**src/rtl/regwrite_trace_uart.sv**
```systemverilog
// ---------------------------------------------------------------------------
// regwrite_trace_uart
//
// Debug trace tap for the register-file write port of the franken_riscv core.
// Every qualified register write (strobed by i_sample) is captured as a
// {rd, data} record into a small FIFO. Records are then streamed out as
// fixed 6-byte frames on an 8N1 UART line:
//     0xA5, {3'b000, rd}, data[7:0], data[15:8], data[23:16], data[31:24]
// Bytes and frames are sent back-to-back with no idle gap. The core is never
// stalled; when the FIFO is full, records are dropped and counted instead.
//
// Parameters:
//   CLKS_PER_BIT  clock cycles per UART bit (2..65535)
//   FIFO_DEPTH    record FIFO entries, power of two (2..256)
//
// Ports:
//   i_clk        single clock for the whole block
//   i_reset      asynchronous, active-high reset
//   i_sample     one-cycle capture strobe; write signals are looked at only
//                while it is high
//   i_reg_write  register-file write enable from the core
//   i_rd         destination register index
//   i_write_reg  data being written to rd
//   o_txd        UART serial output, idle high
//   o_busy       high while a frame is in flight or records are queued
//   o_overflow   sticky flag, set when a record is dropped (FIFO full)
//   o_drop_cnt   saturating count of dropped records
// ---------------------------------------------------------------------------
module regwrite_trace_uart #(
    parameter int CLKS_PER_BIT = 434,
    parameter int FIFO_DEPTH   = 16
) (
    input  logic        i_clk,
    input  logic        i_reset,
    input  logic        i_sample,
    input  logic        i_reg_write,
    input  logic [4:0]  i_rd,
    input  logic [31:0] i_write_reg,
    output logic        o_txd,
    output logic        o_busy,
    output logic        o_overflow,
    output logic [7:0]  o_drop_cnt
);

    localparam int          AW          = $clog2(FIFO_DEPTH);
    localparam logic [15:0] BAUD_RELOAD = 16'(CLKS_PER_BIT - 1);
    localparam logic [7:0]  SYNC_BYTE   = 8'hA5;

    typedef enum logic [1:0] {
        IDLE,
        START,
        DATA,
        STOP
    } state_t;

    // Record FIFO storage and pointers. Pointers carry one extra wrap bit so
    // that full and empty can be told apart without an occupancy counter.
    logic [36:0] r_mem [FIFO_DEPTH];
    logic [AW:0] r_wptr;
    logic [AW:0] r_rptr;

    logic        w_empty;
    logic        w_full;
    logic        w_capture;
    logic        w_push;
    logic        w_drop;
    logic        w_pop;
    logic [36:0] w_fifo_rdata;

    // Transmitter state
    state_t      r_state;
    logic [15:0] r_baud;
    logic [2:0]  r_bit_idx;
    logic [2:0]  r_byte_idx;
    logic [7:0]  r_shift;
    logic [36:0] r_rec;

    state_t      w_state_nxt;
    logic [15:0] w_baud_nxt;
    logic [2:0]  w_bit_idx_nxt;
    logic [2:0]  w_byte_idx_nxt;
    logic [7:0]  w_shift_nxt;
    logic [36:0] w_rec_nxt;

    // Overflow bookkeeping
    logic        r_overflow;
    logic [7:0]  r_drop_cnt;

    // Picks the byte of a frame for a given position in the frame.
    function automatic logic [7:0] frameByte(input logic [36:0] rec,
                                             input logic [2:0]  idx);
        logic [7:0] b;
        case (idx)
            3'd0:    b = SYNC_BYTE;
            3'd1:    b = {3'b000, rec[36:32]};
            3'd2:    b = rec[7:0];
            3'd3:    b = rec[15:8];
            3'd4:    b = rec[23:16];
            default: b = rec[31:24];
        endcase
        return b;
    endfunction

    assign w_empty      = (r_wptr == r_rptr);
    assign w_full       = (r_wptr[AW] != r_rptr[AW]) &&
                          (r_wptr[AW-1:0] == r_rptr[AW-1:0]);
    assign w_fifo_rdata = r_mem[r_rptr[AW-1:0]];

    // Writes to x0 are architecturally invisible and never logged. Fullness
    // is judged on the pre-edge pointers, so a pop on the same edge does not
    // make room for this push.
    assign w_capture = i_sample && i_reg_write && (i_rd != 5'd0);
    assign w_push    = w_capture && !w_full;
    assign w_drop    = w_capture && w_full;

    // FIFO storage has no reset; stale contents are unreachable once the
    // pointers are cleared.
    always_ff @(posedge i_clk) begin
        if (w_push) begin
            r_mem[r_wptr[AW-1:0]] <= {i_rd, i_write_reg};
        end
    end

    // FIFO pointers: push and pop are independent, so a simultaneous push and
    // pop leaves the occupancy unchanged.
    always_ff @(posedge i_clk or posedge i_reset) begin
        if (i_reset) begin
            r_wptr <= '0;
            r_rptr <= '0;
        end else begin
            if (w_push) begin
                r_wptr <= r_wptr + 1'b1;
            end
            if (w_pop) begin
                r_rptr <= r_rptr + 1'b1;
            end
        end
    end

    // Sticky overflow flag and saturating drop counter; only reset clears them.
    always_ff @(posedge i_clk or posedge i_reset) begin
        if (i_reset) begin
            r_overflow <= 1'b0;
            r_drop_cnt <= 8'd0;
        end else if (w_drop) begin
            r_overflow <= 1'b1;
            if (r_drop_cnt != 8'hFF) begin
                r_drop_cnt <= r_drop_cnt + 8'd1;
            end
        end
    end

    // Transmitter state register.
    always_ff @(posedge i_clk or posedge i_reset) begin
        if (i_reset) begin
            r_state    <= IDLE;
            r_baud     <= 16'd0;
            r_bit_idx  <= 3'd0;
            r_byte_idx <= 3'd0;
            r_shift    <= 8'd0;
            r_rec      <= 37'd0;
        end else begin
            r_state    <= w_state_nxt;
            r_baud     <= w_baud_nxt;
            r_bit_idx  <= w_bit_idx_nxt;
            r_byte_idx <= w_byte_idx_nxt;
            r_shift    <= w_shift_nxt;
            r_rec      <= w_rec_nxt;
        end
    end

    // Transmitter next-state logic. The baud counter counts down and a bit
    // boundary is the cycle where it reaches zero; it is reloaded on every
    // boundary. From STOP the next byte, or the next record, starts straight
    // away so that frames leave with no idle gap.
    always_comb begin
        w_state_nxt    = r_state;
        w_baud_nxt     = r_baud;
        w_bit_idx_nxt  = r_bit_idx;
        w_byte_idx_nxt = r_byte_idx;
        w_shift_nxt    = r_shift;
        w_rec_nxt      = r_rec;
        w_pop          = 1'b0;

        unique case (r_state)
            IDLE: begin
                if (!w_empty) begin
                    w_pop          = 1'b1;
                    w_rec_nxt      = w_fifo_rdata;
                    w_byte_idx_nxt = 3'd0;
                    w_shift_nxt    = SYNC_BYTE;
                    w_baud_nxt     = BAUD_RELOAD;
                    w_state_nxt    = START;
                end
            end

            START: begin
                if (r_baud == 16'd0) begin
                    w_baud_nxt    = BAUD_RELOAD;
                    w_bit_idx_nxt = 3'd0;
                    w_state_nxt   = DATA;
                end else begin
                    w_baud_nxt = r_baud - 16'd1;
                end
            end

            DATA: begin
                if (r_baud == 16'd0) begin
                    w_baud_nxt  = BAUD_RELOAD;
                    w_shift_nxt = {1'b0, r_shift[7:1]};
                    if (r_bit_idx == 3'd7) begin
                        w_state_nxt = STOP;
                    end else begin
                        w_bit_idx_nxt = r_bit_idx + 3'd1;
                    end
                end else begin
                    w_baud_nxt = r_baud - 16'd1;
                end
            end

            STOP: begin
                if (r_baud == 16'd0) begin
                    w_baud_nxt = BAUD_RELOAD;
                    if (r_byte_idx < 3'd5) begin
                        w_byte_idx_nxt = r_byte_idx + 3'd1;
                        w_shift_nxt    = frameByte(r_rec, r_byte_idx + 3'd1);
                        w_state_nxt    = START;
                    end else if (!w_empty) begin
                        w_pop          = 1'b1;
                        w_rec_nxt      = w_fifo_rdata;
                        w_byte_idx_nxt = 3'd0;
                        w_shift_nxt    = SYNC_BYTE;
                        w_state_nxt    = START;
                    end else begin
                        w_baud_nxt  = 16'd0;
                        w_state_nxt = IDLE;
                    end
                end else begin
                    w_baud_nxt = r_baud - 16'd1;
                end
            end

            default: begin
                w_state_nxt = IDLE;
            end
        endcase
    end

    // Line level is decoded straight from registered state, so reset forces
    // the line high immediately.
    always_comb begin
        o_txd = 1'b1;
        unique case (r_state)
            START:   o_txd = 1'b0;
            DATA:    o_txd = r_shift[0];
            default: o_txd = 1'b1;
        endcase
    end

    assign o_busy     = (r_state != IDLE) || !w_empty;
    assign o_overflow = r_overflow;
    assign o_drop_cnt = r_drop_cnt;

endmodule

```
**config.mk**
```make
export PLATFORM = sky130hd
export DESIGN_NAME = regwrite_trace_uart
export DESIGN_NICKNAME = d
export VERILOG_FILES = /design/src/rtl/regwrite_trace_uart.sv
export SDC_FILE = /design/constraint.sdc
export NUM_CORES = 1
export LEC_CHECK = 0
export BUFFER_PORTS_ARGS = -buffer_cell sky130_fd_sc_hd__buf_2
export CAP_MARGIN = 20
export CORE_MARGIN = 5
export CORE_UTILIZATION = 34
export DETAILED_ROUTE_END_ITERATION = 7
export GPL_TIMING_DRIVEN = 1
export HOLD_SLACK_MARGIN = 0.02
export MAX_ROUTING_LAYER = met4
export SKIP_LAST_GASP = 1
export SYNTH_ARGS = -nofsm -noshare
export SYNTH_HDL_FRONTEND = slang
export SYNTH_SLANG_ARGS = --single-unit
```
**constraint.sdc**
```tcl
create_clock -name i_clk -period 10.82 [get_ports i_clk]
set_input_delay 1.623 -clock i_clk [delete_from_list [all_inputs] [get_ports i_clk]]
set_output_delay 1.623 -clock i_clk [all_outputs]
set_load 0.005 [all_outputs]
```
# Word-level counts from Yosys, hierarchy flattened
# Memories as Yosys holds them, arrays and structs flattened.
# Index checks and enable logic that the tools add are counted.
# W data, S select, Z words.
dict set report word_totals {
  reg_bits 88
  mem_bits_rw 592
  in_bits 41
  output_inout_bits 11
  word_cells 99
  mem_count 1
}
dict set report classes {
  addsub 6
  order_cmp 1
  n_eq_ne 19
  n_mux 39
  reduce_logical 23
}
# memory depth word_bits read_ports rd_clocked_by_memory_dff write_ports line_no
set memory_table {}
lappend memory_table {r_mem 16 37 1 0 1 58} ;# logic [36:0] r_mem [FIFO_DEPTH];
# cell count
set ops {}
lappend ops {{$mux W37} 3}
lappend ops {{$pmux W37 S2} 1}
lappend ops {{$mux W16} 3}
lappend ops {{$pmux W16 S3} 1}
lappend ops {{$pmux W8 S5} 1}
lappend ops {{$mux W8} 4}
lappend ops {{$pmux W8 S3} 1}
lappend ops {{$mux W3} 6}
lappend ops {{$mux W9} 2}
lappend ops {{$logic_not A16 Y1} 1}
lappend ops {{$sub A16 B1 Y16 const B} 1}
lappend ops {{$ne A2 B2 Y1 const B} 7}
lappend ops {{$pmux W3 S2} 2}
lappend ops {{$add A5 B1 Y5 const B} 2}
lappend ops {{$mux W2} 5}
lappend ops {{$add A8 B1 Y8 const B} 1}
lappend ops {{$ne A8 B8 Y1 const B} 1}
lappend ops {{$pmux W2 S4} 1}
lappend ops {{$mux W1} 7}
lappend ops {{$add A3 B1 Y3 const B} 2}
lappend ops {{$eq A3 B2 Y1 const B} 2}
lappend ops {{$eq A3 B3 Y1 const B} 2}
lappend ops {{$reduce_and A3 Y1} 2}
lappend ops {{$reduce_bool A2 Y1} 3}
lappend ops {{19 further kinds} 27}

# Longest topological paths before layout
dict set report logic_depth {
  ltp_word 6
  depth_mapped 9
  mapped_depth_nobuf 7
}

# Least setup slack after synthesis
# OpenSTA, ideal clock, no wires.
dict set report synth_timing {
  path_type {input to register}
  from {in i_rd[3]}
  to {mem r_mem[3][0], enable pin}
  setup_time_ps 477
  arrival_ps 4828
  required_time_ps 10343
  slack_ps 5515
  cell_stages 6
  n_path_buf 1
  cell_sequence {or4_1 -> o211ai_1 -> a21oi_1 -> clkbuf_1 -> nand2_1 -> nor3_1}
}
dict set report synth_via {
  elab_chain_cells 5
}
# item line_no
set synth_lines {}
lappend synth_lines {{from (decl)} 37} ;# input logic [4:0] i_rd,
lappend synth_lines {{$reduce_bool A5 Y1} 112} ;# assign w_capture = i_sample && i_reg_write && (i_rd != 5'd0);
lappend synth_lines {{$logic_and A1 B1 Y1} 112}
lappend synth_lines {{$logic_and A1 B1 Y1} 113} ;# assign w_push = w_capture && !w_full;
lappend synth_lines {{$mux W1} 119} ;# if (w_push) begin
lappend synth_lines {{$mux W1 (not written as such)} 120} ;# r_mem[r_wptr[AW-1:0]] <= {i_rd, i_write_reg};
lappend synth_lines {{to (decl)} 58}
# Every way passes these cells.

# Worst setup path in the final report
dict set report layout_timing {
  from {reg r_rptr[0]}
  to {out o_busy}
}
dict set report layout_via {
  elab_chain_cells 3
}
# item line_no
set layout_lines {}
lappend layout_lines {{from (decl)} 60} ;# logic [AW:0] r_rptr;
lappend layout_lines {{from (signal assigned)} 135} ;# r_rptr <= r_rptr + 1'b1;
lappend layout_lines {{$eq A5 B5 Y1} 104} ;# assign w_empty = (r_wptr == r_rptr);
lappend layout_lines {{$logic_not A1 Y1} 260} ;# assign o_busy = (r_state != IDLE) || !w_empty;
lappend layout_lines {{$logic_or A1 B1 Y1} 260}
lappend layout_lines {{to (decl)} 40} ;# output logic o_busy,
# Every way passes these cells.

==> summary.txt <==
Outcome
  – Status: complete, no violations

Floorplanning
  – Die Span Y: 290.6 um
  – Die area: 84460 sq um
  – Num rows: 103
  – I/O Pins: 52
  – Die W: 290.6 um
  – CORE AREA: 78480 sq um
  – Starting Density: 34.12%

Clocking
  – Resized cells post-CTS: 0
  – CTS tree: done
  – Clock Latency Late Sink: 610 ps
  – Num CTS Buffers: 71
  – Setup bufs post-CTS: 0
  – CTS Sinks: 680
  – CTS clk-pin slew, worst paths: 60 ps
  – Clock Root Buffer: clkbuf_16
  – H-Tree Depth: 3
  – Hold Buf Count CTS: 0
  – Worst-case clock buffer depth: 3

Drt
  – WL/cell: 23.52 um
  – WL final: 59.48 mm
  – Routed Antenna Nets: 0
  – Vias: 13351
  – Vias per cell: 5.279
  – DRC errors left: 0
  – Number of DRC markers in iteration 0: 1070
  – Pre-Repair DR Iteration Count: 5

Timing
  – # setup viols final: 0
  – Smallest setup slack after layout: 6100 ps
  – Max Freq: 211.9 MHz
  – Worst slew margin: 25.79%
  – Fin crit period: 4720 ps
  – Worst hold margin: 472.7 ps
  – Final Hold Fails: 0
  – Slew @ Worst Pin: 1113 ps
  – Worst Skew: 26.21 ps
  – Final Max Tran Viols: 0
  – Setup TNS: 0 ps
  – Final period util: 43.62%
  – RSZ-0062 raised after global routing: false

Placement
  – Pre-CTS setup slack: 6503 ps
  – Routability Congestion: 0.8109
  – Post-DP Area: 28130 sq um
  – Hpwl dp: 35.73 mm
  – I/O Buffers: 51
  – Dpl cells: 2396

Critical path
  – Buf/Inv on CP: 2
  – CP max stage delay: 990 ps
  – CP Data Required Time: 9200 ps
  – CP delay by family, top: flip-flops
  – Critical path endpoint category: output port
  – Crit Path Max Fanout: 43
  – Data arrival, critical path: 3100 ps
  – Crit-path slowest cell: dfrtp_4
  – Type of origin of the critical path: register
  – Crit path cell chain: xnor2_1 -> nand4_1 -> nor3_2 -> inv_1 -> buf_2
  – Critical path class: register to output port

Cells and area
  – Fin nets: 1482
  – # fillers: 7009
  – Final core occ: 38.75%
  – Multi-input gate area: 6444 sq um
  – Layout cells sized above 1: 23.43%
  – Most frequent cells in the layout: edfxtp_1 (592), mux4_2 (148), dfrtp_1 (85)
  – Fin cells: 2529
  – Storage element area: 19990 sq um
  – Area growth, synth to finish: 13.57%
  – Commonest non-fill, non-tap cell in the layout: edfxtp_1
  – Final Cell Area: 30410 sq um

Power
  – PwrDens: 254.1 nW/um^2
  – Peak supply drop: 0.0001211 V
  – P_leak: 9.835 nW
  – Total power: 7.728 mW

Synth
  – Synth top area share: 66.39%
  – Synth Instances: 1358
  – Number of flops mapped to enable cells by yosys: 592
  – Simple-gate share of the synthesized area: 3.467%
  – Unique cell type count in the Yosys netlist: 70
  – Synthesized Nets: 1418
  – Adder-cell share of the synthesized area: 0.8879%
  – Syn. warnings: 0
  – #FFs+latches synth: 680
  – Post-synth top area cell: edfxtp_1
  – Mux cell area share after synthesis: 14.20%
  – Complex-gate fraction of the synthesized area: 4.640%
  – Post-Synth XOR/XNOR Area: 0.7523%
  – Main combinational cell family by area after synthesis: multiplexers
  – Post-synthesis sequential area ratio: 74.62%
  – Ys flop type: edfxtp_1
  – Top cells by area, synth: edfxtp_1 (66%), mux4_2 (12%), dfrtp_1 (8.2%)
  – Cell Area, Synth: 26780 sq um
  – Syn avg cell area: 19.72 sq um
  – Async SR Flop Fraction: 12.94%

Hold path
  – Hold/Removal Path Class: register to register

Global route
  – Overflow left after global routing: 0
  – Pin count of the biggest net entering global routing: 69
  – First-pass GRT wire length: 88.65 mm
  – Initial antenna violation count: 3
  – Vias in the first global route: 13415
  – GRT Total Usage: 14.28%

Flow run
  – Max_cap viols: 0
-- registers in the layout, summed over array words and instances, names as in the netlist --
register,cells
o_drop_cnt,8
o_overflow,1
r_baud,16
r_bit_idx,3
r_byte_idx,3
r_mem,592
r_rec,37
r_rptr,5
r_shift,8
r_state,2
r_wptr,5
-- worst paths after layout --
kind                                 start          to  slack (ps)  cells past startpoint
worst max-delay path             r_rptr[0]      o_busy        6100                      5
worst min-delay path            o_overflow  o_overflow         470                      1
worst max register to register   r_rptr[0]   r_rec[27]        7320                      5
worst min register to register  o_overflow  o_overflow         470                      1
max in group asynchronous          i_reset   r_rptr[0]        8500                      3
min in group asynchronous          i_reset   r_rec[21]        1040                      2
-- kinds of logic after synthesis --
kind of cell | Yosys count
AO/OA/AOI/OAI | 179
XOR/XNOR | 23
adder cells (fa/ha/maj) | 19
buffers and inverters | 88
flip-flops | 680
multiplexers | 190
AND/OR/NAND/NOR | 179
-- Yosys cell counts, types with 4 or more instances --
library cell / n
a21oi_1: 19
dfrtp_1: 88
nor2_1: 61
mux4_2: 148
a221oi_1: 5
nand3_1: 10
ha_1: 19
xnor2_1: 14
and2_1: 7
and3_1: 17
or4_1: 7
nand2_1: 23
buf_1: 7
o21ai_0: 12
o22ai_1: 74
clkbuf_1: 43
nand2b_1: 5
inv_1: 17
nor3_1: 16
a2111oi_0: 4
buf_4: 4
buf_2: 14
nor4_1: 4
mux2i_1: 4
edfxtp_1: 592
xor2_1: 9
a22o_1: 5
nand4_1: 6
o2bb2ai_1: 4
mux2_1: 37
a211oi_1: 6
a311oi_1: 5
o21ai_1: 6
a31oi_1: 10
-- worst reg2reg max path: cells and delay by family (launching register included) --
kind	cells	cell delay [ps]
AND/OR/NAND/NOR	1	150
AO/OA/AOI/OAI	1	500
flip-flops	1	990
buffers and inverters	1	790
multiplexers	2	950
-- power by group --
group	switching, mW	internal [mW]
clock network	0.995	1.32
logic	1.18	0.883
registers	0.236	3.11
total	2.41	5.32
-- layer usage --
layer  up-vias  GRT usage, %  routed length [um]
met3        92         3.943                4370
met1      7097         19.97               26500
met2       421         21.14               27460
li1       5741             -                   -
met4         0         3.178                1144
met5         -             -                   0
-- cell type report --
cell class,count,share of cell area [%]
flip-flops and latches,680,65.74
multi-input cells,590,21.19
clock buffers,95,6.381
well taps,1050,4.320
repair buffers,62,1.234
clock inverters,33,0.9093
inverters,17,0.2139
diodes,2,0.01646
(Power assumes the default switching activity.)
